File: config.mk
export PLATFORM = sky130hd
export DESIGN_NAME = axis_chirp_deframer
export DESIGN_NICKNAME = d
export VERILOG_FILES = /design/src/rtl/axis_chirp_deframer.sv
export SDC_FILE = /design/constraint.sdc
export NUM_CORES = 1
export LEC_CHECK = 0
export ABC_AREA = 1
export CAP_MARGIN = 20
export CORE_ASPECT_RATIO = 2
export CORE_MARGIN = 3
export CORE_UTILIZATION = 40
export DETAILED_ROUTE_END_ITERATION = 7
export PLACE_DENSITY = 0.66
export SYNTH_ARGS = -nofsm -noshare
export SYNTH_HDL_FRONTEND = slang
export SYNTH_SLANG_ARGS = --single-unit
File: constraint.sdc
create_clock -name aclk -period 4.9 [get_ports aclk]
set_clock_uncertainty 0.15 [all_clocks]
set_input_delay 0.98 -clock aclk [delete_from_list [all_inputs] [get_ports aclk]]
set_output_delay 0.98 -clock aclk [all_outputs]
set_load 0.02 [all_outputs]
File: src/rtl/axis_chirp_deframer.sv
// Purpose : range-gate deframer for FFT output frames; checks frame length against cfg_nfft,
//           forwards only bins cfg_bin_first..cfg_bin_last with a relative bin index and regenerated tlast.
// Latency : 1 cycle from accepted input beat to m_axis_tvalid; 1 beat/cycle sustained.
// Backpressure: single output register, s_axis_tready = ~areset & (~m_axis_tvalid | m_axis_tready);
//           discarded beats are accepted whenever the output register is free.
//
// Ports
//   aclk, areset            : clock, synchronous active-high reset
//   cfg_nfft                : frame length = 1 << cfg_nfft (clamped to INDEX_WIDTH)
//   cfg_bin_first/_last     : inclusive bin window forwarded downstream
//   err_short / err_long    : one-cycle registered pulses for early / missing tlast
//   frame_count             : count of well-formed frames
//   s_axis_*                : FFT sample stream in
//   m_axis_*                : gated stream out, tuser = bin index relative to cfg_bin_first
//
// Build option: define AXIS_CHIRP_DEFRAMER_FCNT_EN to implement frame_count; otherwise it reads 0.

module axis_chirp_deframer #(
    parameter int AXIS_TDATA_WIDTH = 32,
    parameter int INDEX_WIDTH      = 16
) (
    input  logic                        aclk,
    input  logic                        areset,
    input  logic [4:0]                  cfg_nfft,
    input  logic [INDEX_WIDTH-1:0]      cfg_bin_first,
    input  logic [INDEX_WIDTH-1:0]      cfg_bin_last,
    output logic                        err_short,
    output logic                        err_long,
    output logic [31:0]                 frame_count,
    input  logic [AXIS_TDATA_WIDTH-1:0] s_axis_tdata,
    input  logic                        s_axis_tvalid,
    input  logic                        s_axis_tlast,
    output logic                        s_axis_tready,
    output logic [AXIS_TDATA_WIDTH-1:0] m_axis_tdata,
    output logic [INDEX_WIDTH-1:0]      m_axis_tuser,
    output logic                        m_axis_tvalid,
    output logic                        m_axis_tlast,
    input  logic                        m_axis_tready
);

    typedef enum logic [1:0] {
        ST_SYNC  = 2'd0,
        ST_PASS  = 2'd1,
        ST_DRAIN = 2'd2
    } state_t;

    state_t                      state_q, state_d;
    logic [INDEX_WIDTH-1:0]      idx_q, idx_d;
    logic [INDEX_WIDTH-1:0]      n_last_q, n_last_d;
    logic [INDEX_WIDTH-1:0]      w_first_q, w_first_d;
    logic [INDEX_WIDTH-1:0]      w_last_q, w_last_d;

    logic                        m_vld_q, m_vld_d;
    logic [AXIS_TDATA_WIDTH-1:0] m_dat_q, m_dat_d;
    logic [INDEX_WIDTH-1:0]      m_user_q, m_user_d;
    logic                        m_last_q, m_last_d;
    logic                        err_short_q, err_short_d;
    logic                        err_long_q, err_long_d;

    // Configuration as it would be latched right now
    logic [4:0]                  nfft_c;
    logic [INDEX_WIDTH-1:0]      cfg_n_last;
    logic [INDEX_WIDTH-1:0]      cfg_w_last;

    // Values in force for the beat currently presented
    logic                        first_beat;
    logic [INDEX_WIDTH-1:0]      eff_n_last;
    logic [INDEX_WIDTH-1:0]      eff_first;
    logic [INDEX_WIDTH-1:0]      eff_last;

    logic                        s_rdy;
    logic                        s_acc;
    logic                        in_win;

    // Shifting all-ones left by INDEX_WIDTH yields zero, so the clamp gives an all-ones n_last.
    always_comb begin
        nfft_c = cfg_nfft;
        if (int'(cfg_nfft) > INDEX_WIDTH) begin
            nfft_c = 5'(INDEX_WIDTH);
        end
        cfg_n_last = ~({INDEX_WIDTH{1'b1}} << nfft_c);
        cfg_w_last = (cfg_bin_last < cfg_n_last) ? cfg_bin_last : cfg_n_last;
    end

    // The first beat of a frame is judged against the live cfg, since the shadow
    // copy only takes that value at the end of the same cycle.
    always_comb begin
        first_beat = (idx_q == '0);
        eff_n_last = first_beat ? cfg_n_last    : n_last_q;
        eff_first  = first_beat ? cfg_bin_first : w_first_q;
        eff_last   = first_beat ? cfg_w_last    : w_last_q;
        in_win     = (idx_q >= eff_first) && (idx_q <= eff_last);
    end

    assign s_rdy = ~areset & (~m_vld_q | m_axis_tready);
    assign s_acc = s_axis_tvalid & s_rdy;

    always_comb begin
        state_d     = state_q;
        idx_d       = idx_q;
        n_last_d    = n_last_q;
        w_first_d   = w_first_q;
        w_last_d    = w_last_q;
        m_vld_d     = m_vld_q & ~m_axis_tready;
        m_dat_d     = m_dat_q;
        m_user_d    = m_user_q;
        m_last_d    = m_last_q;
        err_short_d = 1'b0;
        err_long_d  = 1'b0;

        if (s_acc) begin
            unique case (state_q)
                ST_SYNC: begin
                    // Reset may land mid-frame; wait for a frame boundary.
                    if (s_axis_tlast) begin
                        state_d = ST_PASS;
                        idx_d   = '0;
                    end
                end

                ST_PASS: begin
                    if (first_beat) begin
                        n_last_d  = cfg_n_last;
                        w_first_d = cfg_bin_first;
                        w_last_d  = cfg_w_last;
                    end

                    // An early tlast inside the window still closes it downstream.
                    if (in_win) begin
                        m_vld_d  = 1'b1;
                        m_dat_d  = s_axis_tdata;
                        m_user_d = idx_q - eff_first;
                        m_last_d = (idx_q == eff_last) | s_axis_tlast;
                    end

                    if (s_axis_tlast) begin
                        idx_d = '0;
                        if (idx_q != eff_n_last) begin
                            err_short_d = 1'b1;
                        end
                    end else if (idx_q == eff_n_last) begin
                        err_long_d = 1'b1;
                        state_d    = ST_DRAIN;
                        idx_d      = '0;
                    end else begin
                        idx_d = idx_q + 1'b1;
                    end
                end

                ST_DRAIN: begin
                    if (s_axis_tlast) begin
                        state_d = ST_PASS;
                        idx_d   = '0;
                    end
                end

                default: begin
                    state_d = ST_SYNC;
                    idx_d   = '0;
                end
            endcase
        end
    end

    always_ff @(posedge aclk) begin
        if (areset) begin
            state_q     <= ST_SYNC;
            idx_q       <= '0;
            n_last_q    <= '0;
            w_first_q   <= '0;
            w_last_q    <= '0;
            m_vld_q     <= 1'b0;
            m_dat_q     <= '0;
            m_user_q    <= '0;
            m_last_q    <= 1'b0;
            err_short_q <= 1'b0;
            err_long_q  <= 1'b0;
        end else begin
            state_q     <= state_d;
            idx_q       <= idx_d;
            n_last_q    <= n_last_d;
            w_first_q   <= w_first_d;
            w_last_q    <= w_last_d;
            m_vld_q     <= m_vld_d;
            m_dat_q     <= m_dat_d;
            m_user_q    <= m_user_d;
            m_last_q    <= m_last_d;
            err_short_q <= err_short_d;
            err_long_q  <= err_long_d;
        end
    end

`ifdef AXIS_CHIRP_DEFRAMER_FCNT_EN
    logic [31:0] frame_count_q, frame_count_d;
    logic        good_frame;

    always_comb begin
        good_frame    = s_acc && (state_q == ST_PASS) && s_axis_tlast && (idx_q == eff_n_last);
        frame_count_d = frame_count_q + 32'(good_frame);
    end

    always_ff @(posedge aclk) begin
        if (areset) begin
            frame_count_q <= '0;
        end else begin
            frame_count_q <= frame_count_d;
        end
    end

    assign frame_count = frame_count_q;
`else
    assign frame_count = '0;
`endif

    assign s_axis_tready = s_rdy;
    assign m_axis_tvalid = m_vld_q;
    assign m_axis_tdata  = m_dat_q;
    assign m_axis_tuser  = m_user_q;
    assign m_axis_tlast  = m_last_q;
    assign err_short     = err_short_q;
    assign err_long      = err_long_q;

endmodule

Word-level counts from Yosys, hierarchy flattened

Index checks and enable logic that the tools add are counted.

Bitwise operators: 12
Reduce and logical (&&, ||, !) cells: 10
Add/subtract/negate cells: 2
Muxes and demuxes: 18
Order comparisons: 4
Eq/ne operators: 8
Shift-type cells: 1

Operators with widths:

| operator                | count |
|---|---|
| $mux W16                | 7 |
| $eq A16 B16 Y1          | 2 |
| $pmux W16 S2            | 1 |
| $add A16 B1 Y16 const B | 1 |
| $ge A16 B16 Y1          | 1 |
| $le A16 B16 Y1          | 1 |
| $logic_not A16 Y1       | 1 |
| $lt A16 B16 Y1          | 1 |
| $ne A16 B16 Y1          | 1 |
| $not A16 Y16            | 1 |
| $shl A16 B5 Y16 const A | 1 |
| $sub A16 B16 Y16        | 1 |
| $reduce_or A4 Y1        | 2 |
| $mux W2                 | 3 |
| $not A1 Y1              | 6 |
| $gt A5 B5 Y1 const B    | 1 |
| $mux W1                 | 5 |
| $mux W5                 | 1 |
| $ne A2 B2 Y1 const B    | 2 |
| $pmux W2 S2             | 1 |
| $reduce_and A2 Y1       | 2 |
| $reduce_and A4 Y1       | 1 |
| $and A1 B1 Y1           | 3 |
| $reduce_and A3 Y1       | 1 |
| 7 further kinds         | 8 |

Flip-flop bits (word level): 118
Logic and storage cells: 66
Input bits: 74

Depth between registers and ports, before layout

Gate-level depths: netlist of the first run.

Word-level depth: 12
Mapped depth: 32
Depth with buffers taken out: 31

Least setup slack after synthesis of the first run

OpenSTA, ideal clock, no wires.

Path type: input port to flip-flop
Start: input cfg_nfft[4]
End: register m_dat_q[10] (netlist: m_axis_tdata[10])
Setup slack: 0.348 ns
Setup time: 0.116 ns
Required time: 4.634 ns
Data arrival time: 4.286 ns
Cell stages on the path: 26
Buffers on the path: 3
Cells stage by stage: inv_2 -> nand3_1 -> o21ai_0 -> inv_1 -> ha_1 -> nand2_1 -> inv_1 -> nand3_1 -> inv_1 -> a21oi_1 -> nand2_1 -> buf_4 -> nand2_1 -> nand3_1 -> and2_1 -> ha_1 -> a21oi_1 -> nor2_1 -> nor3_1 -> nand3_1 -> o21ai_0 -> nand2_1 -> buf_2 -> clkbuf_1 -> o21ai_0 -> nor2_1

Word-level cells in the longest chain between the ends: 10

Ends and longest elaborated chain:

| what                            | RTL line | RTL |
|---|---|---|
| start: declaration              | 24       | `input logic [4:0] cfg_nfft,` |
| $gt A5 B5 Y1                    | 78       | `if (int'(cfg_nfft) > INDEX_WIDTH) begin` |
| $mux W5 (*)                     | 78       |  |
| $shl A16 B5 Y16 (*)             | 81       | `cfg_n_last = ~({INDEX_WIDTH{1'b1}} << nfft_c);` |
| $not A16 Y16 (*)                | 81       |  |
| $lt A16 B16 Y1                  | 82       | `cfg_w_last = (cfg_bin_last < cfg_n_last) ? cfg_bin_last : cfg_n_last;` |
| $mux W16 (*)                    | 82       |  |
| $mux W16 (*)                    | n/a      |  |
| $le A16 B16 Y1 (*)              | 92       | `in_win = (idx_q >= eff_first) && (idx_q <= eff_last);` |
| $logic_and A1 B1 Y1 (*)         | 92       |  |
| $reduce_and A3 Y1 (no line) (*) | n/a      |  |
| end signal: assignment          | 185      | `m_dat_q <= m_dat_d;` |
| end: declaration                | 54       | `logic [AXIS_TDATA_WIDTH-1:0] m_dat_q, m_dat_d;` |

Mark *: on every way between the ends. The rest lies on a longest branch, timed or not.
A chain may end at the register's enable or synchronous reset.

Worst setup path after layout of the first run

Start: input cfg_nfft[0]
End: register m_dat_q[29] (netlist: m_axis_tdata[29])

Same word-level chain as after synthesis.

==> flow_summary.yaml, run 1 <==
run_status:
  run_status: "completed"
power:
  ir_drop_v: 0.000237
  p_sw_share_pct: 25.8
  seqPwrFrac_pct: 36.6
  p_comb_share_pct: 15.9
  internal_power_w: 0.00198
  p_clk_share_pct: 47.4
  power_density_nw_per_um2: 249
  total_power_w: 0.00267
  p_leak_nw: 5.09
  p_sw_w: 0.000688
sta:
  slew_headroom_pct: 23.8
  finalCritPeriodShare_pct: 96.3
  setup_viol: 0
  fin_crit_ns: 4.72
  finalHoldViolations: 0
  finalMaxSlewViolations: 0
  worst_pin_slew_ns: 1.14
  fmax_mhz: 212
worst_setup_path:
  cp-startpoint: "cfg_nfft[0]"
  end_kind: "register"
  cp_top_family: "simple AND/OR/NAND/NOR gates"
  reg2reg_from: "idx_q[1]"
  crit_arrival_ns: 4.88
  startpoint_type: "input port"
  worst-setup-path-type: "in -> reg"
  crit_slowest_cell: "clkdlybuf4s50_1"
  max_stage_delay_ns: 0.47
  cp.required_ns: 5.06
  crit_buf_inv: 7
  crit_top_cell: "nand2_1"
  crit_fanout: 9
global_route:
  grt_most_used_layer: "met2"
  use_met2_pct: 46.3
  grt_pass1_wl_um: 40200
  grt_overflow_total: 0
  grt_max_degree: 69
  antenna_found_initial: 0
  grt_pass1_vias: 8187
  use_met3_pct: 3.53
  gr-usage-met1_pct: 21.6
  grt_use_total_pct: 23.2
cells_and_area:
  multi_input_area_um2: 4860
  mostFrequentLayoutCells: "nand2_1 (223), nor2_1 (186), inv_1 (155), clkdlybuf4s50_1 (123), dfxtp_1 (118)"
  layout_commonest_cell: "nand2_1"
  areaGrowthSynthToFinish_pct: 33.2
  regArea_um2: 2360
  layout.nets: 1511
  drive_gt1_share_pct: 13.5
  final_cells: 1659
  num-fill-cells: 1956
  insertedDiodeCount: 0
hold_path:
  min_from: "m_axis_tuser[14]"
  worstHoldPathType: "reg -> reg"
synthesis:
  synth_edf_count: 0
  yosys_register_bits: 118
  async_flop_share_pct: 0
  synth_area_leaders: "dfxtp_1 (29%), nand2_1 (11%), nor2_1 (8.9%)"
  synth-warning-count: 0
  syn_area_per_cell_um2: 6.58
  syn-cell-area_um2: 8030
  ys_types: 42
  synth_largest_area_cell: "dfxtp_1"
  synthFlopType: "dfxtp_1"
  seq_area_frac_synth_pct: 29.4
  syn_inst: 1220
  synth_top_area_share_pct: 29.4
die:
  num_rows: 72
  start_util_pct: 41.1
  die_x_um: 106
  dieArea_um2: 21900
  die_height_um: 206
  core_area_um2: 19500
  num_io_pins: 159
placement:
  dp_hpwl_um: 19500
  dp.cells: 1618
  place_congestion: 0.895
  io_buffers: 126
detailed_routing:
  first_iter_violations: 388
  ant_nets: 0
  drt_first_pass_iters: 6
  vias: 8343
  wl_per_cell_um: 15.6
  wirelength_um: 25900
  drc: 0
  viasPerCell: 5.03
cts:
  cts.clk_slew.worst_paths_ns: 0.06
  cts.path.max_buffers: 2
  root_buffer: "clkbuf_16"
  cts_tree: "yes"
  cts_buffers: 17
  htreeDepth: 4
  clock-sinks: 118
  clock_latency_ns: 0.41
run:
  cap_viol_max_count: 0
==> worst reg2reg max path, stage by stage, from the launching register on <==
cell and delay, ns:
dfxtp_1 0.41, inv_1 0.18, ha_1 0.27, nand3_1 0.11, nor2_1 0.28, nand2_1 0.28
inv_2 0.33, nand2_1 0.09, o21a_1 0.14, ha_1 0.30, nand2_1 0.05, o21ai_0 0.38
a21boi_0 0.24, o21ai_0 0.47, nand2_1 0.10, nand2_1 0.09, xor2_1 0.14, o21ai_0 0.08
nor2_1 0.13
==> per-stage QoR <==
stage | setup slack, ns | TNS (ns) | utilization (%) | cell area, µm² | hold slack, ns
2_1_floorplan | 0.348 | 0 | - | 8140 | 0.296
3_3_place_gp | -0.634 | -29.39 | 49.9 | 9750 | 0.311
3_5_place_dp | -0.652 | -30.96 | 49.9 | 9750 | 0.317
4_1_cts | 0.00282 | 0 | 53.1 | 10400 | 0.326
5_1_grt | -0.0795 | -1.15 | 54.7 | 10700 | 0.357
6_report | 0.180 | 0 | 54.7 | 10700 | 0.320
==> metal layers <==
layer,wire length [µm],share of wire [%]
met1,8690,34
met2,14400,56
met3,1230,4.8
met4,1520,5.9
met5,0,0
==> repair_timing <==
item                                    4_1_cts  5_1_grt
endpoints found under the setup margin       50       50
gates resized for setup                       8       84
endpoints found under the hold margin         0        0
setup buffers                                 1        3
pin swaps                                     1       15
hold buffers                                  0        0
cloned                                        1        4
==> flip-flops by register name (all words and copies together) (netlist names) <==
name / cells
n_last_q: 16
m_axis_tdata: 32
m_axis_tvalid: 1
w_first_q: 16
state_q: 2
err_long: 1
err_short: 1
w_last_q: 16
idx_q: 16
m_axis_tlast: 1
m_axis_tuser: 16
==> power by group through the flow <==
stage | Combinational (W) | Sequential [W] | Clock (W)
floorplan | 0.000241 | 0.000997 | 0
CTS | 0.000397 | 0.000978 | 0.00128
global route | 0.000470 | 0.000978 | 0.00132
detailed placement | 0.000390 | 0.000998 | 0
global placement | 0.000387 | 0.000998 | 0
finish | 0.000425 | 0.000978 | 0.00126
==> Yosys cell counts (2+ instances only) <==
cell / count
a21boi_0: 2
a21oi_1: 57
a21oi_2: 8
a31oi_1: 11
and2_1: 3
buf_1: 3
buf_2: 10
buf_4: 35
buf_6: 7
clkbuf_1: 30
dfxtp_1: 118
ha_1: 49
inv_1: 157
inv_2: 4
mux2i_1: 14
nand2_1: 230
nand2_2: 11
nand2_4: 2
nand3_1: 111
nand3_2: 8
nand3b_1: 3
nand4_1: 5
nor2_1: 190
nor2_2: 4
nor2_4: 4
nor3_1: 6
nor4_1: 3
o211ai_1: 17
o21a_1: 2
o21ai_0: 78
o21ai_1: 5
xnor2_1: 5
xor2_1: 19
==> cell type report <==
class | count | area share (%)
sequential | 118 | 22.1
clock inverter | 9 | 1.17
timing repair buffer | 202 | 18.2
clock buffer | 23 | 4.38
inverter | 162 | 5.69
multi-input combinational | 886 | 45.5
tap | 259 | 3.03
==> logic make-up after synthesis <==
logic type	after synthesis	synth area share [%]
XOR/XNOR	24	2.62
adder cells (fa/ha/maj)	50	7.89
buffers and inverters	247	14.0
AND/OR/NAND/NOR	581	31.3
other	1	0.0467
AO/OA/AOI/OAI	185	13.0
multiplexers	14	1.75
flip-flops	118	29.4
==> path summary, 6_finish.rpt <==
kind,endpoint,slack [ns],depth (start not counted)
hold reg to reg,m_axis_tuser[14],0.32,2
setup reg to reg,m_axis_tuser[9],0.60,18
setup / recovery,m_axis_tdata[29],0.18,28
hold / removal,m_axis_tuser[14],0.32,2
Power figures use the tool's default switching activity.
==> run 2: changes to the inputs <==
Settings changed: PLACE_DENSITY 0.66 to not set, PLACE_DENSITY_LB_ADDON set to 0.05, SLEW_MARGIN set to 15.
==> flow_summary.yaml, run 2 (synthesized netlist as in run 1, its figures left out) <==
sta:
  setup_slack_ns: 0.267
  worst_pin_slew_ns: 1.07
  slew_headroom_pct: 28.9
  fin_crit_ns: 4.63
  finalHoldViolations: 0
  fmax_mhz: 216
  fin_tns_setup_ns: 0
  setup_viol: 0
  finalCritPeriodShare_pct: 94.5
  finalMaxSlewViolations: 0
worst_setup_path:
  r2r-end: "m_axis_tuser[15]"
  startpoint_type: "input port"
  cp_top_family: "simple AND/OR/NAND/NOR gates"
  crit_top_cell: "nand2_1"
  end_kind: "register"
  crit_fanout: 29
  reg2reg_from: "idx_q[1]"
  crit_arrival_ns: 4.79
  crit_buf_inv: 6
  worst-setup-path-type: "in -> reg"
  max_stage_delay_ns: 0.32
  cp.required_ns: 5.05
  crit_slowest_cell: "clkdlybuf4s15_1"
  worstPathCellList: "clkdlybuf4s15_1 -> inv_2 -> buf_4 -> nand2_1 -> nand2_1 -> ha_1 -> a21oi_1 -> o21ai_0 -> a21oi_2 -> nand2_2 -> buf_6 -> nand2_1 -> nand3_1 -> and2_1 -> ha_1 -> nand4_1 -> nor2_2 -> nand4_1 -> o21ai_2 -> nand2_1 -> buf_4 -> buf_12 -> o21ai_0 -> nor2_1"
  r2r_cells: 16
  rrSetupSlack_ns: 0.76
global_route:
  use_met2_pct: 48.2
  grt_pass1_wl_um: 40700
  grt_use_total_pct: 23.9
  antenna_found_initial: 0
  use_met3_pct: 3.84
  grt_overflow_total: 0
  grt_pass1_vias: 7886
  grt_max_degree: 69
  grt_most_used_layer: "met2"
  gr-usage-met1_pct: 22.4
die:
  num_io_pins: 159
  core_area_um2: 19500
  dieArea_um2: 21900
  num_rows: 72
  die_x_um: 106
  die_height_um: 206
  start_util_pct: 41.1
cells_and_area:
  utilization_pct: 54.2
  largest_reg_flops: 32
  areaGrowthSynthToFinish_pct: 32.0
  layout.nets: 1512
  final_cells: 1660
  num-fill-cells: 2024
  mostFrequentLayoutCells: "nand2_1 (225), nor2_1 (187), inv_1 (156), clkdlybuf4s50_1 (120), dfxtp_1 (118)"
  insertedDiodeCount: 0
  layout_commonest_cell: "nand2_1"
  drive_gt1_share_pct: 12.4
  fin_area_um2: 10600
detailed_routing:
  wirelength_um: 26200
  ant_nets: 0
  wl_per_cell_um: 15.8
  vias: 8198
  drt_first_pass_iters: 5
  drc: 0
  viasPerCell: 4.94
  first_iter_violations: 364
placement:
  dp_hpwl_um: 20200
  io_buffers: 126
  place_area_um2: 9830
  place_congestion: 0.911
  pre_cts_ws_ns: -0.596
  dp.cells: 1625
cts:
  htreeDepth: 4
  cts_buffers: 17
  cts_tree: "yes"
  clock_latency_ns: 0.42
  root_buffer: "clkbuf_16"
  postCtsHoldBufs: 0
  clock-sinks: 118
  cts.path.max_buffers: 2
  cts.clk_slew.worst_paths_ns: 0.05
hold_path:
  worstHoldPathType: "reg -> reg"
  hold_path_depth: 2
  whs_endpoint: "m_axis_tdata[24]"
  min_from: "m_axis_tdata[24]"
run_status:
  run_status: "completed"
power:
  ir_drop_v: 0.000166
  power_density_nw_per_um2: 258
  p_leak_nw: 5.06
run:
  cap_viol_max_count: 0
run 2: worst max path at each step:
stage                      from  cells past startpoint          endpoint
detailed placement  cfg_nfft[4]                     24   m_axis_tuser[5]
global route        cfg_nfft[4]                     31  m_axis_tuser[15]
global placement    cfg_nfft[4]                     30   m_axis_tuser[7]
CTS                 cfg_nfft[3]                     24   m_axis_tuser[5]
floorplan           cfg_nfft[4]                     26  m_axis_tdata[10]
finish              cfg_nfft[4]                     24  m_axis_tdata[23]
run 2: tightest hold or removal path, cell delays in order (launching register included):
cell and delay, ns:
dfxtp_1 0.33, nor2_1 0.05, nor2_1 0.06
run 2: per-layer routing:
layer  routed length (µm)  up-vias  share of wire, %
li1                     -     4188                 -
met1                 9300     3725                36
met2                14600      217                56
met3                  973       68               3.7
met4                 1270        0               4.8
met5                    0        -                 0
run 2: power breakdown:
part	total [W]	leakage [nW]	internal, W	switching [W]
clock	0.00135	0.294	0.000876	0.000469
combinational	0.000411	3.82	0.000180	0.000230
sequential	0.000977	0.952	0.000972	0.00000554
total	0.00273	5.06	0.00203	0.000705
run 2: layout make-up:
| type | count | area, µm² | share of cell area (%) |
|---|---|---|---|
| inverters | 162 | 608 | 5.74 |
| well taps | 259 | 324 | 3.06 |
| clock inverters | 12 | 176 | 1.67 |
| multi-input cells | 886 | 4750 | 44.9 |
| repair buffers | 203 | 1920 | 18.1 |
| flip-flops and latches | 118 | 2360 | 22.3 |
| clock buffers | 20 | 457 | 4.31 |
run 2: stage by stage:
| stage | hold WS (ns) | total power (W) |
|---|---|---|
| floorplan | 0.296 | 0.00124 |
| global placement | 0.312 | 0.00139 |
| detailed placement | 0.319 | 0.00139 |
| CTS | 0.327 | 0.00274 |
| global route | 0.349 | 0.00285 |
| finish | 0.322 | 0.00273 |
run 2: repair_timing:
action | 4_1_cts | 5_1_grt
resized for setup | 6 | 46
setup endpoints to repair | 49 | 50
pin swaps | 1 | 10
cloned | 0 | 1
buffers inserted | 0 | 2
